==> src/rtl/store_router_if.sv <==
// store_router_if: store request, target and drop-flag signals of the store router
interface store_router_if;
  logic        req_valid;
  logic        req_ready;
  logic [31:0] req_addr;
  logic [31:0] req_wdata;
  logic [3:0]  req_be;
  logic [2:0]  tgt_valid;
  logic [2:0]  tgt_ready;
  logic [31:0] tgt_addr;
  logic [31:0] tgt_wdata;
  logic [3:0]  tgt_be;
  logic        err_pulse;
  logic [31:0] err_addr;
  logic [7:0]  err_count;
  modport master (
    output req_valid, req_addr, req_wdata, req_be, tgt_ready,
    input  req_ready, tgt_valid, tgt_addr, tgt_wdata, tgt_be, err_pulse, err_addr, err_count
  );
  modport slave (
    input  req_valid, req_addr, req_wdata, req_be, tgt_ready,
    output req_ready, tgt_valid, tgt_addr, tgt_wdata, tgt_be, err_pulse, err_addr, err_count
  );
endinterface

==> src/rtl/store_router.sv <==
// store_router: one-entry store demux to DM/timer0/timer1, drops flagged; STORE_ROUTER_ERRCNT_EN adds a saturating drop counter
module store_router (
  input logic           clk,
  input logic           reset,
  store_router_if.slave bus
);
  localparam logic [31:0] DM_LIMIT  = 32'h0000_3000;
  localparam logic [31:0] DEV0_BASE = 32'h0000_7F00;
  localparam logic [31:0] DEV1_BASE = 32'h0000_7F10;
  typedef enum logic {EMPTY, FULL} state_t;
  state_t      state_q, state_d;
  logic [2:0]  tgt_valid_q, tgt_valid_d;
  logic [31:0] addr_q, addr_d, wdata_q, wdata_d, err_addr_q, err_addr_d;
  logic [3:0]  be_q, be_d;
  logic        err_pulse_q, err_pulse_d;
  logic        be_ok, fire, accept, load;
  logic [2:0]  dec;
  always_comb begin
    be_ok = bus.req_be inside {4'b1111, 4'b0011, 4'b1100, 4'b0001, 4'b0010, 4'b0100, 4'b1000};
    dec = !be_ok ? 3'b000 :
          bus.req_addr < DM_LIMIT ? 3'b001 :
          (bus.req_addr >= DEV0_BASE && bus.req_addr < DEV0_BASE + 32'd12) ? 3'b010 :
          (bus.req_addr >= DEV1_BASE && bus.req_addr < DEV1_BASE + 32'd12) ? 3'b100 : 3'b000;
    fire = |(tgt_valid_q & bus.tgt_ready);
    accept = bus.req_valid && (state_q == EMPTY || fire);
    load = accept && |dec;
    state_d = load ? FULL : fire ? EMPTY : state_q;
    tgt_valid_d = load ? dec : fire ? 3'b000 : tgt_valid_q;
    addr_d = load ? bus.req_addr : addr_q;
    wdata_d = load ? bus.req_wdata : wdata_q;
    be_d = load ? bus.req_be : be_q;
    err_pulse_d = accept && !(|dec);
    err_addr_d = err_pulse_d ? bus.req_addr : err_addr_q;
  end
  always_ff @(posedge clk)
    if (reset) begin
      state_q     <= EMPTY;
      tgt_valid_q <= '0;
      addr_q      <= '0;
      wdata_q     <= '0;
      be_q        <= '0;
      err_pulse_q <= 1'b0;
      err_addr_q  <= '0;
    end else begin
      state_q     <= state_d;
      tgt_valid_q <= tgt_valid_d;
      addr_q      <= addr_d;
      wdata_q     <= wdata_d;
      be_q        <= be_d;
      err_pulse_q <= err_pulse_d;
      err_addr_q  <= err_addr_d;
    end
  assign bus.req_ready = state_q == EMPTY || fire;
  assign bus.tgt_valid = tgt_valid_q;
  assign bus.tgt_addr  = addr_q;
  assign bus.tgt_wdata = wdata_q;
  assign bus.tgt_be    = be_q;
  assign bus.err_pulse = err_pulse_q;
  assign bus.err_addr  = err_addr_q;
`ifdef STORE_ROUTER_ERRCNT_EN
  logic [7:0] err_count_q, err_count_d;
  always_comb err_count_d = err_pulse_d && err_count_q != 8'hFF ? err_count_q + 8'd1 : err_count_q;
  always_ff @(posedge clk)
    if (reset) err_count_q <= '0;
    else err_count_q <= err_count_d;
  assign bus.err_count = err_count_q;
`else
  assign bus.err_count = 8'h00;
`endif
endmodule

==> src/flat_wrapper.sv <==
// flat-port wrapper written by rule: the top's interface ports become plain ports
module store_router_flat 
  (clk, reset, bus_req_valid, bus_req_addr, bus_req_wdata, bus_req_be, bus_tgt_ready, bus_req_ready, bus_tgt_valid, bus_tgt_addr, bus_tgt_wdata, bus_tgt_be, bus_err_pulse, bus_err_addr, bus_err_count);
  store_router_if bus_i ();
  input logic clk;
  input logic reset;
  input wire logic [$bits(bus_i.req_valid)-1:0] bus_req_valid;
  input wire logic [$bits(bus_i.req_addr)-1:0] bus_req_addr;
  input wire logic [$bits(bus_i.req_wdata)-1:0] bus_req_wdata;
  input wire logic [$bits(bus_i.req_be)-1:0] bus_req_be;
  input wire logic [$bits(bus_i.tgt_ready)-1:0] bus_tgt_ready;
  output wire logic [$bits(bus_i.req_ready)-1:0] bus_req_ready;
  output wire logic [$bits(bus_i.tgt_valid)-1:0] bus_tgt_valid;
  output wire logic [$bits(bus_i.tgt_addr)-1:0] bus_tgt_addr;
  output wire logic [$bits(bus_i.tgt_wdata)-1:0] bus_tgt_wdata;
  output wire logic [$bits(bus_i.tgt_be)-1:0] bus_tgt_be;
  output wire logic [$bits(bus_i.err_pulse)-1:0] bus_err_pulse;
  output wire logic [$bits(bus_i.err_addr)-1:0] bus_err_addr;
  output wire logic [$bits(bus_i.err_count)-1:0] bus_err_count;
  assign bus_i.req_valid = bus_req_valid;
  assign bus_i.req_addr = bus_req_addr;
  assign bus_i.req_wdata = bus_req_wdata;
  assign bus_i.req_be = bus_req_be;
  assign bus_i.tgt_ready = bus_tgt_ready;
  assign bus_req_ready = bus_i.req_ready;
  assign bus_tgt_valid = bus_i.tgt_valid;
  assign bus_tgt_addr = bus_i.tgt_addr;
  assign bus_tgt_wdata = bus_i.tgt_wdata;
  assign bus_tgt_be = bus_i.tgt_be;
  assign bus_err_pulse = bus_i.err_pulse;
  assign bus_err_addr = bus_i.err_addr;
  assign bus_err_count = bus_i.err_count;
  store_router u_core (.clk(clk), .reset(reset), .bus(bus_i));
endmodule
==> config.mk <==
export PLATFORM = sky130hd
export DESIGN_NAME = store_router_flat
export DESIGN_NICKNAME = d
export VERILOG_FILES = /design/src/rtl/store_router_if.sv /design/src/rtl/store_router.sv /design/src/flat_wrapper.sv
export SDC_FILE = /design/constraint.sdc
export NUM_CORES = 1
export LEC_CHECK = 0
export CAP_MARGIN = 20
export CORE_MARGIN = 3
export CORE_UTILIZATION = 25
export DETAILED_ROUTE_END_ITERATION = 10
export PLACE_DENSITY_LB_ADDON = 0.12
export SLEW_MARGIN = 30
export SYNTH_ARGS = -nofsm -noshare
export SYNTH_HDL_FRONTEND = slang
export SYNTH_SLANG_ARGS = --single-unit
==> constraint.sdc <==
create_clock -name clk -period 2.2 [get_ports clk]
set_input_delay 0.66 -clock clk [delete_from_list [all_inputs] [get_ports clk]]
set_output_delay 0.66 -clock clk [all_outputs]
set_load 0.01 [all_outputs]
======== Yosys cells after proc, flatten, opt, wreduce, memory -nomap -nowiden ========
Cells that the tools add are included.
word-level totals
  bits in registers ....................... 105
  input bits .............................. 74
  output and inout bits ................... 113
  logic and storage cells ................. 40
operators by class
  magnitude comparators ................... 5
  eq/ne operators ......................... 7
  muxes and demuxes ....................... 8
  bitwise logic cells ..................... 2
  reductions and logical operators ........ 11
operators with widths
  cell                                                                      count
  32-bit by 15-bit >= comparator with 1-bit output (second input constant)  2
  32-bit by 15-bit < comparator with 1-bit output (second input constant)   2
  32-bit by 14-bit < comparator with 1-bit output (second input constant)   1
  3-bit 2-to-1 mux                                                          6
  4-bit equality test (second input constant)                               3
  4-bit by 2-bit equality test with 1-bit output (second input constant)    2
  7-bit nonzero test                                                        1
  3-bit OR reduction                                                        2
  1-bit logical AND                                                         5
  4-bit by 1-bit equality test with 1-bit output (second input constant)    1
  4-bit by 3-bit equality test with 1-bit output (second input constant)    1
  3-bit bitwise AND                                                         1
  1-bit 2-to-1 mux                                                          2
  2-bit nonzero test                                                        1
  1-bit logical NOT                                                         1
  1-bit logical OR                                                          1
  1-bit inverter                                                            1

======== Logic depth before layout (Yosys ltp) ========
Gate-level depths: netlist (run 1).
  depth after elaboration ................. 9
  gate-level depth with buffers ........... 7
  depth with buffers taken out ............ 5

======== Least setup slack after synthesis (run 1) ========
No wires, ideal clock.
  path kind ............................... input-to-reg
  start point ............................. input port bus_req_addr[3]
  end point ............................... register u_core.err_addr_q[10], in the netlist u_core.bus.err_addr[10]
  library setup time ...................... 0.072 ns
  arrival ................................. 2.125 ns
  data required time ...................... 2.128 ns
  slack ................................... 0.003 ns
  cell stages on the path ................. 7
  buffers on the path ..................... 2
  path through ............................ a211o_1 -> or4_4 -> nand2_4 -> a21o_1 -> buf_6 -> buf_12 -> mux2i_1
between the ends
  word-level cells in the longest chain between the ends .. 9
  elaborated cells between the ends (all ways) .. 14
  those cells by class .................... 5 x order compare; 4 x mux; 5 x reduce/logical
ends and longest elaborated chain
  item                                                                                                                 line                text
  from (decl)                                                                                                          flat_wrapper.sv:8   input wire logic [$bits(bus_i.req_addr)-1:0] bus_req_addr;
  32-bit by 15-bit >= comparator with 1-bit output or 32-bit by 15-bit < comparator with 1-bit output (tied branches)  store_router.sv:23  (bus.req_addr >= DEV1_BASE && bus.req_addr < DEV1_BASE + 32'd12) ? 3'b100 : 3'b000;
  1-bit logical AND                                                                                                    store_router.sv:23
  3-bit 2-to-1 mux                                                                                                     store_router.sv:23
  3-bit 2-to-1 mux                                                                                                     store_router.sv:22  (bus.req_addr >= DEV0_BASE && bus.req_addr < DEV0_BASE + 32'd12) ? 3'b010 :
  3-bit 2-to-1 mux *                                                                                                   store_router.sv:21  bus.req_addr < DM_LIMIT ? 3'b001 :
  3-bit 2-to-1 mux *                                                                                                   store_router.sv:20  dec = !be_ok ? 3'b000 :
  3-bit OR reduction *                                                                                                 store_router.sv:32  err_pulse_d = accept && !(|dec);
  1-bit logical NOT *                                                                                                  store_router.sv:32
  1-bit logical AND *                                                                                                  store_router.sv:32
  to (signal assigned)                                                                                                 store_router.sv:51  err_addr_q <= err_addr_d;
  to (decl)                                                                                                            store_router.sv:13  logic [31:0] addr_q, addr_d, wdata_q, wdata_d, err_addr_q, err_addr_d;
Mark *: on every way between the ends. The rest lies on a longest branch, timed or not.
A chain may end at the register's enable or synchronous reset.

======== Worst setup path after layout (run 1) ========
  start point ............................. input port bus_req_addr[2]
  end point ............................... register u_core.err_addr_q[19], in the netlist u_core.bus.err_addr[19]
Same word-level chain as after synthesis.

==> summary.txt, run 1 <==
FLOORPLAN
--------------------------------------------------------------------------------------------------------
Starting density of the core                                                                       25.8%
Area inside the core boundary                                                               16,000 sq um
Area of the die                                                                             18,100 sq um
Number of standard-cell rows in the floorplan                                                         46
Die span in x                                                                                     135 um
Top-level port count                                                                                 187
Die span in y                                                                                     135 um

DETAILED ROUTING
--------------------------------------------------------------------------------------------------------
Via count                                                                                          3,719
Number of design rule violations left after detail routing                                             0
Wire length reported by the detailed router                                                    12,800 um
Number of nets still failing antenna checks after routing                                              0
Initial DRC Count                                                                                    110
Routed WL per cell                                                                               14.5 um
Detail-routed via count per cell                                                                    4.22
TritonRoute pass-1 iters                                                                               4

PWR
--------------------------------------------------------------------------------------------------------
Switching fraction of total power                                                                  25.8%
P_int                                                                                            3.02 mW
Switching power of the nets                                                                      1.05 mW
Peak supply drop                                                                                  463 uV
Logic gate share of total power                                                                    10.7%
Clock network fraction of total power                                                              41.2%
Leakage                                                                                          2.70 nW
Power consumption                                                                                4.07 mW
Power density over cell area                                                                 590 nW/um^2
Reg power frac                                                                                     48.0%

WORST HOLD PATH
--------------------------------------------------------------------------------------------------------
HP Class                                                                                    flip-flop to flip-flop

SETUP PATH
--------------------------------------------------------------------------------------------------------
Endpoint class of the critical path                                                            flip-flop
Arrival time worst endpoint                                                                      2.36 ns
Top Family by Delay on Critical Path                                                        simple AND/OR/NAND/NOR gates
Series of cell instances along the critical path                                            dlygate4sd2_1 -> a211o_1 -> or4_4 -> nand2_4 -> buf_4 -> a21oi_4 -> buf_12 -> mux2i_1
Kind of launch point of the worst setup path                                                primary input
Buffer and inverter count on the worst path                                                            3
Maximum fanout count along the critical path                                                          17
Required time at the worst-slack endpoint                                                        2.44 ns
Delay of the slowest cell on the worst path                                                      0.56 ns
Cell with the largest stage delay on the worst path                                         sky130_fd_sc_hd__or4_4
Critical path class                                                                         primary input to flip-flop

CTS
--------------------------------------------------------------------------------------------------------
Num Clock Sinks                                                                                      105
Deepest clock path buffer count                                                                        2
H-tree depth reported by CTS                                                                           3
Hold buffer count at cts                                                                               0
Post-CTS clock slew at the launch and capture registers of the worst setup and hold paths        0.08 ns
Number of buffers inserted during clock tree synthesis                                                 9
CTS tree                                                                                            done
Clock root buffer                                                                           sky130_fd_sc_hd__clkbuf_16
Source-to-sink clock delay at the later pin of the worst-skew pair                               0.36 ns

TIMING
--------------------------------------------------------------------------------------------------------
RSZ-0062 raised after global routing                                                               false
Final clock skew                                                                               0.0108 ns
Clock period minus final worst setup slack                                                       2.12 ns
Smallest hold slack                                                                             0.450 ns
Final critical-path setup slack                                                                0.0822 ns
Final Hold Viols                                                                                       0
Highest clock rate                                                                             0.472 GHz
Final setup violation count                                                                            0
Number of max-slew violations in the final report                                                      0
Share of the clock period used by the worst path after layout                                      96.3%

GLOBAL ROUTING
--------------------------------------------------------------------------------------------------------
Residual overflow from global routing                                                                  0
First-pass GRT wire length                                                                     20,000 um
Number of global-route vias before repair                                                          3,717
Number of antenna violations at the first check in global routing                                      1
Total global routing track utilization                                                             14.1%
Maximum number of pins on one net before global-route repair                                          44

PLACE
--------------------------------------------------------------------------------------------------------
Placed Instances                                                                                     854
DP Wirelength                                                                                    9090 um
Count of input and output buffers                                                                    178
Worst setup slack before clock tree synthesis                                                  -0.705 ns
Gpl congestion                                                                                     0.720

FINAL LAYOUT
--------------------------------------------------------------------------------------------------------
Share of cells above drive strength 1                                                              13.8%
Area growth from synthesis to layout                                                               67.0%
Post-layout net count                                                                                734
Count of placed standard cells in the final layout, fillers left out                                 882

SYNTH
--------------------------------------------------------------------------------------------------------
Seq/Total Area, Yosys                                                                              50.9%
Post-synthesis register bit count                                                                    105
Per-instance average area after synthesis                                                     9.16 sq um
YS warnings                                                                                            0
Gate Count Post-Synth                                                                                451
Netlist area before placement                                                                 4130 sq um
Library cells used by synthesis                                                                       38

JOB
--------------------------------------------------------------------------------------------------------
Count of max-cap constraint violations                                                                 0

RUN STATUS
--------------------------------------------------------------------------------------------------------
Status                                                                                      complete, no violations

==> registers in the layout (all words and copies together), names as in the netlist <==
signal	count
u_core.bus.tgt_wdata	32
u_core.bus.tgt_valid	3
u_core.bus.err_pulse	1
u_core.bus.tgt_be	4
u_core.bus.err_addr	32
u_core.bus.tgt_addr	32
u_core.state_q	1
==> placed cells by master (no fill, tap or decap), types with 3 or more instances in the layout <==
cell                              Yosys  final
sky130_fd_sc_hd__a21oi_1             54     54
sky130_fd_sc_hd__nand2_1            106    104
sky130_fd_sc_hd__mux2i_1             32     32
sky130_fd_sc_hd__nand2b_1            64     64
sky130_fd_sc_hd__dlymetal6s2s_1       0     15
sky130_fd_sc_hd__dlygate4sd2_1        0     12
sky130_fd_sc_hd__clkbuf_2             0      4
sky130_fd_sc_hd__clkdlybuf4s50_1      0    140
sky130_fd_sc_hd__nor2_1               3      3
sky130_fd_sc_hd__and2_4               0      3
sky130_fd_sc_hd__buf_12               1      8
sky130_fd_sc_hd__inv_8                0      3
sky130_fd_sc_hd__dfxtp_1            105    104
sky130_fd_sc_hd__nand4b_1             3      3
sky130_fd_sc_hd__buf_4               10     37
sky130_fd_sc_hd__conb_1               1      8
sky130_fd_sc_hd__clkdlybuf4s15_1      0      4
sky130_fd_sc_hd__clkbuf_16            0     10
sky130_fd_sc_hd__and2_1              17     14
sky130_fd_sc_hd__nor4_4               0      3
==> logic make-up (layout without fill, tap and decap cells) <==
| kind of cell | count (synthesis) | in the layout | synth area share (%) |
|---|---|---|---|
| mux | 32 | 32 | 7.75 |
| flops | 105 | 105 | 50.9 |
| simple gates | 210 | 211 | 26.7 |
| compound gates | 66 | 66 | 9.30 |
| other cells | 1 | 9 | 0.0908 |
| buf+inv | 37 | 243 | 5.33 |
==> Yosys cell counts <==
cell,count,area share (%)
sky130_fd_sc_hd__nor2_1,3,0.27
sky130_fd_sc_hd__o211a_1,1,0.24
sky130_fd_sc_hd__nor3_1,1,0.12
sky130_fd_sc_hd__a21oi_1,54,6.5
sky130_fd_sc_hd__a21o_1,1,0.18
sky130_fd_sc_hd__a222oi_1,1,0.24
sky130_fd_sc_hd__and2_1,17,2.6
sky130_fd_sc_hd__or4_4,1,0.27
sky130_fd_sc_hd__buf_12,1,0.48
sky130_fd_sc_hd__buf_6,2,0.55
sky130_fd_sc_hd__inv_1,1,0.091
sky130_fd_sc_hd__o22ai_1,1,0.15
sky130_fd_sc_hd__nor4_1,2,0.30
sky130_fd_sc_hd__buf_2,10,1.2
sky130_fd_sc_hd__nand4b_1,3,0.64
sky130_fd_sc_hd__a21oi_4,1,0.39
sky130_fd_sc_hd__and3b_1,1,0.21
sky130_fd_sc_hd__nand3_1,2,0.24
sky130_fd_sc_hd__nand2_1,106,9.6
sky130_fd_sc_hd__o21ai_0,1,0.12
sky130_fd_sc_hd__o31ai_1,1,0.18
sky130_fd_sc_hd__o2111ai_2,1,0.36
sky130_fd_sc_hd__mux2i_1,32,7.8
sky130_fd_sc_hd__nor4_2,4,1.2
sky130_fd_sc_hd__dfxtp_1,105,51
sky130_fd_sc_hd__o2111a_1,1,0.27
sky130_fd_sc_hd__nand3b_1,1,0.18
sky130_fd_sc_hd__nand4_1,1,0.15
sky130_fd_sc_hd__nand2_4,1,0.27
sky130_fd_sc_hd__buf_4,10,1.8
sky130_fd_sc_hd__conb_1,1,0.091
sky130_fd_sc_hd__nand2b_1,64,9.7
sky130_fd_sc_hd__or2b_1,1,0.18
sky130_fd_sc_hd__a211o_1,2,0.42
sky130_fd_sc_hd__a21boi_1,1,0.18
sky130_fd_sc_hd__clkbuf_1,13,1.2
sky130_fd_sc_hd__nor2_8,1,0.48
sky130_fd_sc_hd__and4_1,1,0.21
==> routing by layer <==
metal	up-vias	part of all wire [%]	global-route usage, %
met2	119	47	22.8
met4	0	1.8	5.37
met1	1701	43	16.9
met5	-	0	0
li1	1885	-	-
met3	14	7.5	5.48
==> what timing repair did <==
item                                   4_1_cts  5_1_grt
buffers inserted                             8        1
endpoints found under the hold margin        0        0
gates resized for setup                     49       36
setup endpoints to repair                  105      103
gates cloned                                 2        1
pin swaps                                   17       15
==> cell type report <==
type,instances,area [sq um]
clock inverter,7,83.8
antenna,1,2.50
tap,216,270
fill,1597,9100
timing repair buffer,226,2290
multi-input combinational,317,1920
clock buffer,9,225
sequential,105,2100
inverter,1,3.75
==> worst register-to-register path: stages, from the launching register on <==
cell and delay [ns]:
sky130_fd_sc_hd__dfxtp_2 0.34, sky130_fd_sc_hd__a222oi_1 0.32, sky130_fd_sc_hd__buf_4 0.18, sky130_fd_sc_hd__nand2_4 0.05, sky130_fd_sc_hd__buf_4 0.13, sky130_fd_sc_hd__buf_4 0.12
sky130_fd_sc_hd__buf_4 0.12, sky130_fd_sc_hd__buf_4 0.13, sky130_fd_sc_hd__nand2_2 0.10, sky130_fd_sc_hd__a21o_4 0.14, sky130_fd_sc_hd__buf_12 0.15, sky130_fd_sc_hd__mux2i_1 0.18
==> per-stage QoR <==
| step | TNS [ns] | util, % | area, sq um |
|---|---|---|---|
| finish | 0 | 43.1 | 6900 |
| global route | 0 | 43.1 | 6900 |
| CTS | 0 | 42.5 | 6800 |
| detailed placement | -60.07 | 39.5 | 6330 |
| global placement | -61.66 | 39.5 | 6330 |
| floorplan | 0 | - | 4160 |
==> power by group through the flow <==
stage | registers, mW | logic, mW | clock network [mW]
floorplan | 2.02 | 0.150 | 0
global placement | 2.00 | 0.436 | 0
detailed placement | 2.00 | 0.439 | 0
CTS | 1.96 | 0.448 | 1.77
global route | 1.96 | 0.472 | 1.83
finish | 1.96 | 0.438 | 1.68
==> final timing paths <==
path                            slack [ns]                     from                 endpoint  depth (start not counted)
worst min-delay path                  0.45   u_core.bus.tgt_addr[9]   u_core.bus.tgt_addr[9]                          2
worst max register to register        0.18  u_core.bus.tgt_valid[0]   u_core.bus.err_addr[8]                         11
worst max-delay path                  0.08          bus_req_addr[2]  u_core.bus.err_addr[19]                          8
worst min register to register        0.45   u_core.bus.tgt_addr[9]   u_core.bus.tgt_addr[9]                          2
No activity file was read; power rests on OpenSTA's default activity.
==> inputs of run 2 (changes only) <==
Settings changed: ABC_AREA from default to 1.
==> summary.txt, run 2 <==
TIMING
--------------------------------------------------------------------------------------------------------
Total Neg Setup Slack                                                                               0 ns
Final setup violation count                                                                            0
Final clock skew                                                                              0.00612 ns
Highest clock rate                                                                             0.468 GHz
Final critical-path setup slack                                                                0.0628 ns
RSZ-0062 raised after global routing                                                               false
Share of the clock period used by the worst path after layout                                      97.1%
Number of max-slew violations in the final report                                                      0
Final Hold Viols                                                                                       0
Clock period minus final worst setup slack                                                       2.14 ns

SETUP PATH
--------------------------------------------------------------------------------------------------------
Required time at the worst-slack endpoint                                                        1.54 ns
Launching instance or port of the critical path                                             bus_tgt_ready[2]
Series of cell instances along the critical path                                            clkdlybuf4s50_1 -> nand2_1 -> nand3_2 -> inv_2 -> nand2_2 -> buf_6
Setup slack on the worst flop-to-flop path                                                       0.48 ns
Worst r2r src                                                                               u_core.bus.tgt_valid[2]
Maximum fanout count along the critical path                                                           4
Arrival time worst endpoint                                                                      1.48 ns
R2R depth                                                                                             12
Kind of launch point of the worst setup path                                                primary input
Delay of the slowest cell on the worst path                                                      0.45 ns
Cell with the largest stage delay on the worst path                                         sky130_fd_sc_hd__clkdlybuf4s50_1
Critical path class                                                                         primary input to output port
End of the critical path                                                                    bus_req_ready
Reg2Reg Capture Point                                                                       u_core.bus.err_addr[17]
Endpoint class of the critical path                                                          output port

FINAL LAYOUT
--------------------------------------------------------------------------------------------------------
Antenna Cells                                                                                          0
Fillers                                                                                            1,557
Most frequent standard cell in the layout excluding fill and tap cells                      sky130_fd_sc_hd__nor2_1
Area growth from synthesis to layout                                                               71.7%
Seq. cell area                                                                                2100 sq um
Share of cells above drive strength 1                                                              12.8%
Post-layout net count                                                                                796
Area of the multi-input gates                                                                 1560 sq um
Most frequent cells in the layout                                                           sky130_fd_sc_hd__nor2_1 (181), sky130_fd_sc_hd__clkdlybuf4s50_1 (143), sky130_fd_sc_hd__dfxtp_1 (105)

PWR
--------------------------------------------------------------------------------------------------------
P_int                                                                                            3.02 mW
Reg power frac                                                                                     49.6%
Clock network fraction of total power                                                              38.0%
Logic gate share of total power                                                                    12.4%
Power consumption                                                                                3.96 mW
Switching power of the nets                                                                     0.939 mW
Power density over cell area                                                                 590 nW/um^2
Switching fraction of total power                                                                  23.7%
Peak supply drop                                                                                  300 uV
Leakage                                                                                          3.01 nW

DETAILED ROUTING
--------------------------------------------------------------------------------------------------------
Routed WL per cell                                                                               13.6 um
Number of design rule violations left after detail routing                                             0
Number of nets still failing antenna checks after routing                                              0
Detail-routed via count per cell                                                                    4.18
Via count                                                                                          3,924
TritonRoute pass-1 iters                                                                               4
Initial DRC Count                                                                                    149
Wire length reported by the detailed router                                                    12,700 um

SYNTH
--------------------------------------------------------------------------------------------------------
Seq/Total Area, Yosys                                                                              53.7%
Top flip-flop cell by instance count after synthesis                                        sky130_fd_sc_hd__dfxtp_1
Post-synthesis xor/xnor area fraction                                                                 0%
Library cells used by synthesis                                                                       21
Biggest area contributors in the synthesized netlist                                        sky130_fd_sc_hd__dfxtp_1 (54%), sky130_fd_sc_hd__nor2_1 (18%), sky130_fd_sc_hd__o21ai_0 (9.9%)
Asr flop ratio synth                                                                                  0%
Post-synthesis register bit count                                                                    105
Dominant combinational cell family by area after synthesis                                  simple AND/OR/NAND/NOR gates
Count of flip-flops with a built-in enable after synthesis                                             0
Netlist area before placement                                                                 3910 sq um
Most common cell in the synthesized netlist                                                 sky130_fd_sc_hd__nor2_1
Simple logic cell fraction of the synthesized area                                                 25.9%
Per-instance average area after synthesis                                                     7.58 sq um
Post-synthesis share of cell area spent on full adders, half adders and majority gates                0%
Area fraction of the dominant cell type after synthesis                                            53.7%
Most frequent cells after synthesis                                                         sky130_fd_sc_hd__nor2_1 (192), sky130_fd_sc_hd__dfxtp_1 (105), sky130_fd_sc_hd__o21ai_0 (77), sky130_fd_sc_hd__nand2_1 (30)
Multiplexer share of the synthesized area                                                             0%
Gate Count Post-Synth                                                                                516
YS warnings                                                                                            0
Area fraction in compound gates after synthesis                                                    11.1%
Area leader, netlist                                                                        sky130_fd_sc_hd__dfxtp_1

CTS
--------------------------------------------------------------------------------------------------------
Source-to-sink clock delay at the later pin of the worst-skew pair                               0.35 ns
H-tree depth reported by CTS                                                                           3
Deepest clock path buffer count                                                                        2
CTS tree                                                                                            done
Clock root buffer                                                                           sky130_fd_sc_hd__clkbuf_16
Num Clock Sinks                                                                                      105
Number of buffers inserted during clock tree synthesis                                                 9
Post-CTS clock slew at the launch and capture registers of the worst setup and hold paths        0.07 ns

PLACE
--------------------------------------------------------------------------------------------------------
Worst setup slack before clock tree synthesis                                                  -0.406 ns
Gpl congestion                                                                                     0.772
DP Wirelength                                                                                    8930 um
Count of input and output buffers                                                                    178

FLOORPLAN
--------------------------------------------------------------------------------------------------------
Area of the die                                                                             17,200 sq um
Die span in y                                                                                     131 um
Area inside the core boundary                                                               15,300 sq um
Starting density of the core                                                                       25.6%
Number of standard-cell rows in the floorplan                                                         45
Die span in x                                                                                     131 um
Top-level port count                                                                                 187

GLOBAL ROUTING
--------------------------------------------------------------------------------------------------------
First-pass GRT wire length                                                                     18,800 um
Residual overflow from global routing                                                                  0
Number of global-route vias before repair                                                          3,724
Maximum number of pins on one net before global-route repair                                          61
Number of antenna violations at the first check in global routing                                      0
Total global routing track utilization                                                             13.8%

JOB
--------------------------------------------------------------------------------------------------------
Count of max-cap constraint violations                                                                 0

WORST HOLD PATH
--------------------------------------------------------------------------------------------------------
HP Class                                                                                    flip-flop to flip-flop

RUN STATUS
--------------------------------------------------------------------------------------------------------
Status                                                                                      complete, no violations

[run 2: cell count changes after synthesis, sizes merged, moves of 32 or more]
| cell | before | now |
|---|---|---|
| o21ai | 1 | 83 |
| nand2b | 64 | 0 |
| a21oi | 55 | 4 |
| nor2 | 4 | 193 |
| nand2 | 107 | 31 |
| mux2i | 32 | 0 |
[run 2: cells by family (layout without fill, tap and decap cells)]
group / after synthesis / after routing
simple gates: 254 / 254
flops: 105 / 105
compound gates: 87 / 87
buf+inv: 69 / 273
other cells: 1 / 8
[run 2: worst min-delay path by stage]
stage / slack, ns / endpoint / from / cells past startpoint
3_3_place_gp: 0.44 / u_core.bus.tgt_addr[28] / u_core.bus.tgt_addr[28] / 2
4_1_cts: 0.46 / u_core.bus.tgt_addr[29] / u_core.bus.tgt_addr[29] / 2
2_1_floorplan: 0.48 / u_core.bus.tgt_addr[15] / u_core.bus.tgt_addr[15] / 2
3_5_place_dp: 0.45 / u_core.bus.tgt_addr[21] / u_core.bus.tgt_addr[21] / 2
5_1_grt: 0.47 / u_core.bus.tgt_addr[17] / u_core.bus.tgt_addr[17] / 2
6_report: 0.45 / u_core.bus.tgt_addr[23] / u_core.bus.tgt_addr[23] / 2
[run 2: per-layer routing]
metal / up-vias / share of wire (%) / wire length, um / GRT usage, %
met2: 113 / 48 / 6120 / 21.9
met4: 0 / 1.1 / 134 / 4.54
met5: - / 0 / 0 / 0
met3: 12 / 8.3 / 1060 / 5.43
li1: 2021 / - / - / -
met1: 1778 / 42 / 5400 / 17.2
[run 2: power by group through the flow]
stage                     clock, mW  combinational [mW]  sequential, mW
final                          1.51               0.489            1.96
after global routing           1.65               0.537            1.97
after CTS                      1.57               0.463            1.96
after detailed placement          0               0.458            2.01
after global placement            0               0.458            2.00
after floorplan                   0               0.139            2.02
[run 2: stage by stage]
stage	hold WS [ns]	std cells	area [sq um]	utilization, %
final	0.454	938	6720	44.0
after global placement	0.442	917	6160	40.4
after CTS	0.458	933	6430	42.2
after global routing	0.471	938	6720	44.0
after detailed placement	0.446	917	6160	40.4
after floorplan	0.476	523	3940	-
[run 2: final cells by class]
cell class | instances | area share (%)
timing repair buffer | 224 | 35.5
clock inverter | 4 | 0.429
multi-input combinational | 349 | 23.2
sequential | 105 | 31.3
clock buffer | 12 | 3.67
inverter | 33 | 1.99
tap | 211 | 3.93
[run 2: what timing repair did]
item,in CTS,in global routing
pin swaps,0,18
setup buffers,0,1
endpoints found under the setup margin,15,88
hold buffers,0,0
gates cloned,0,4
gates resized for setup,12,87
[run 2: worst max-delay path, delay by kind of cell]
kind | cells | cell delay, ns
buf+inv | 3 | 0.60
simple gates | 3 | 0.22
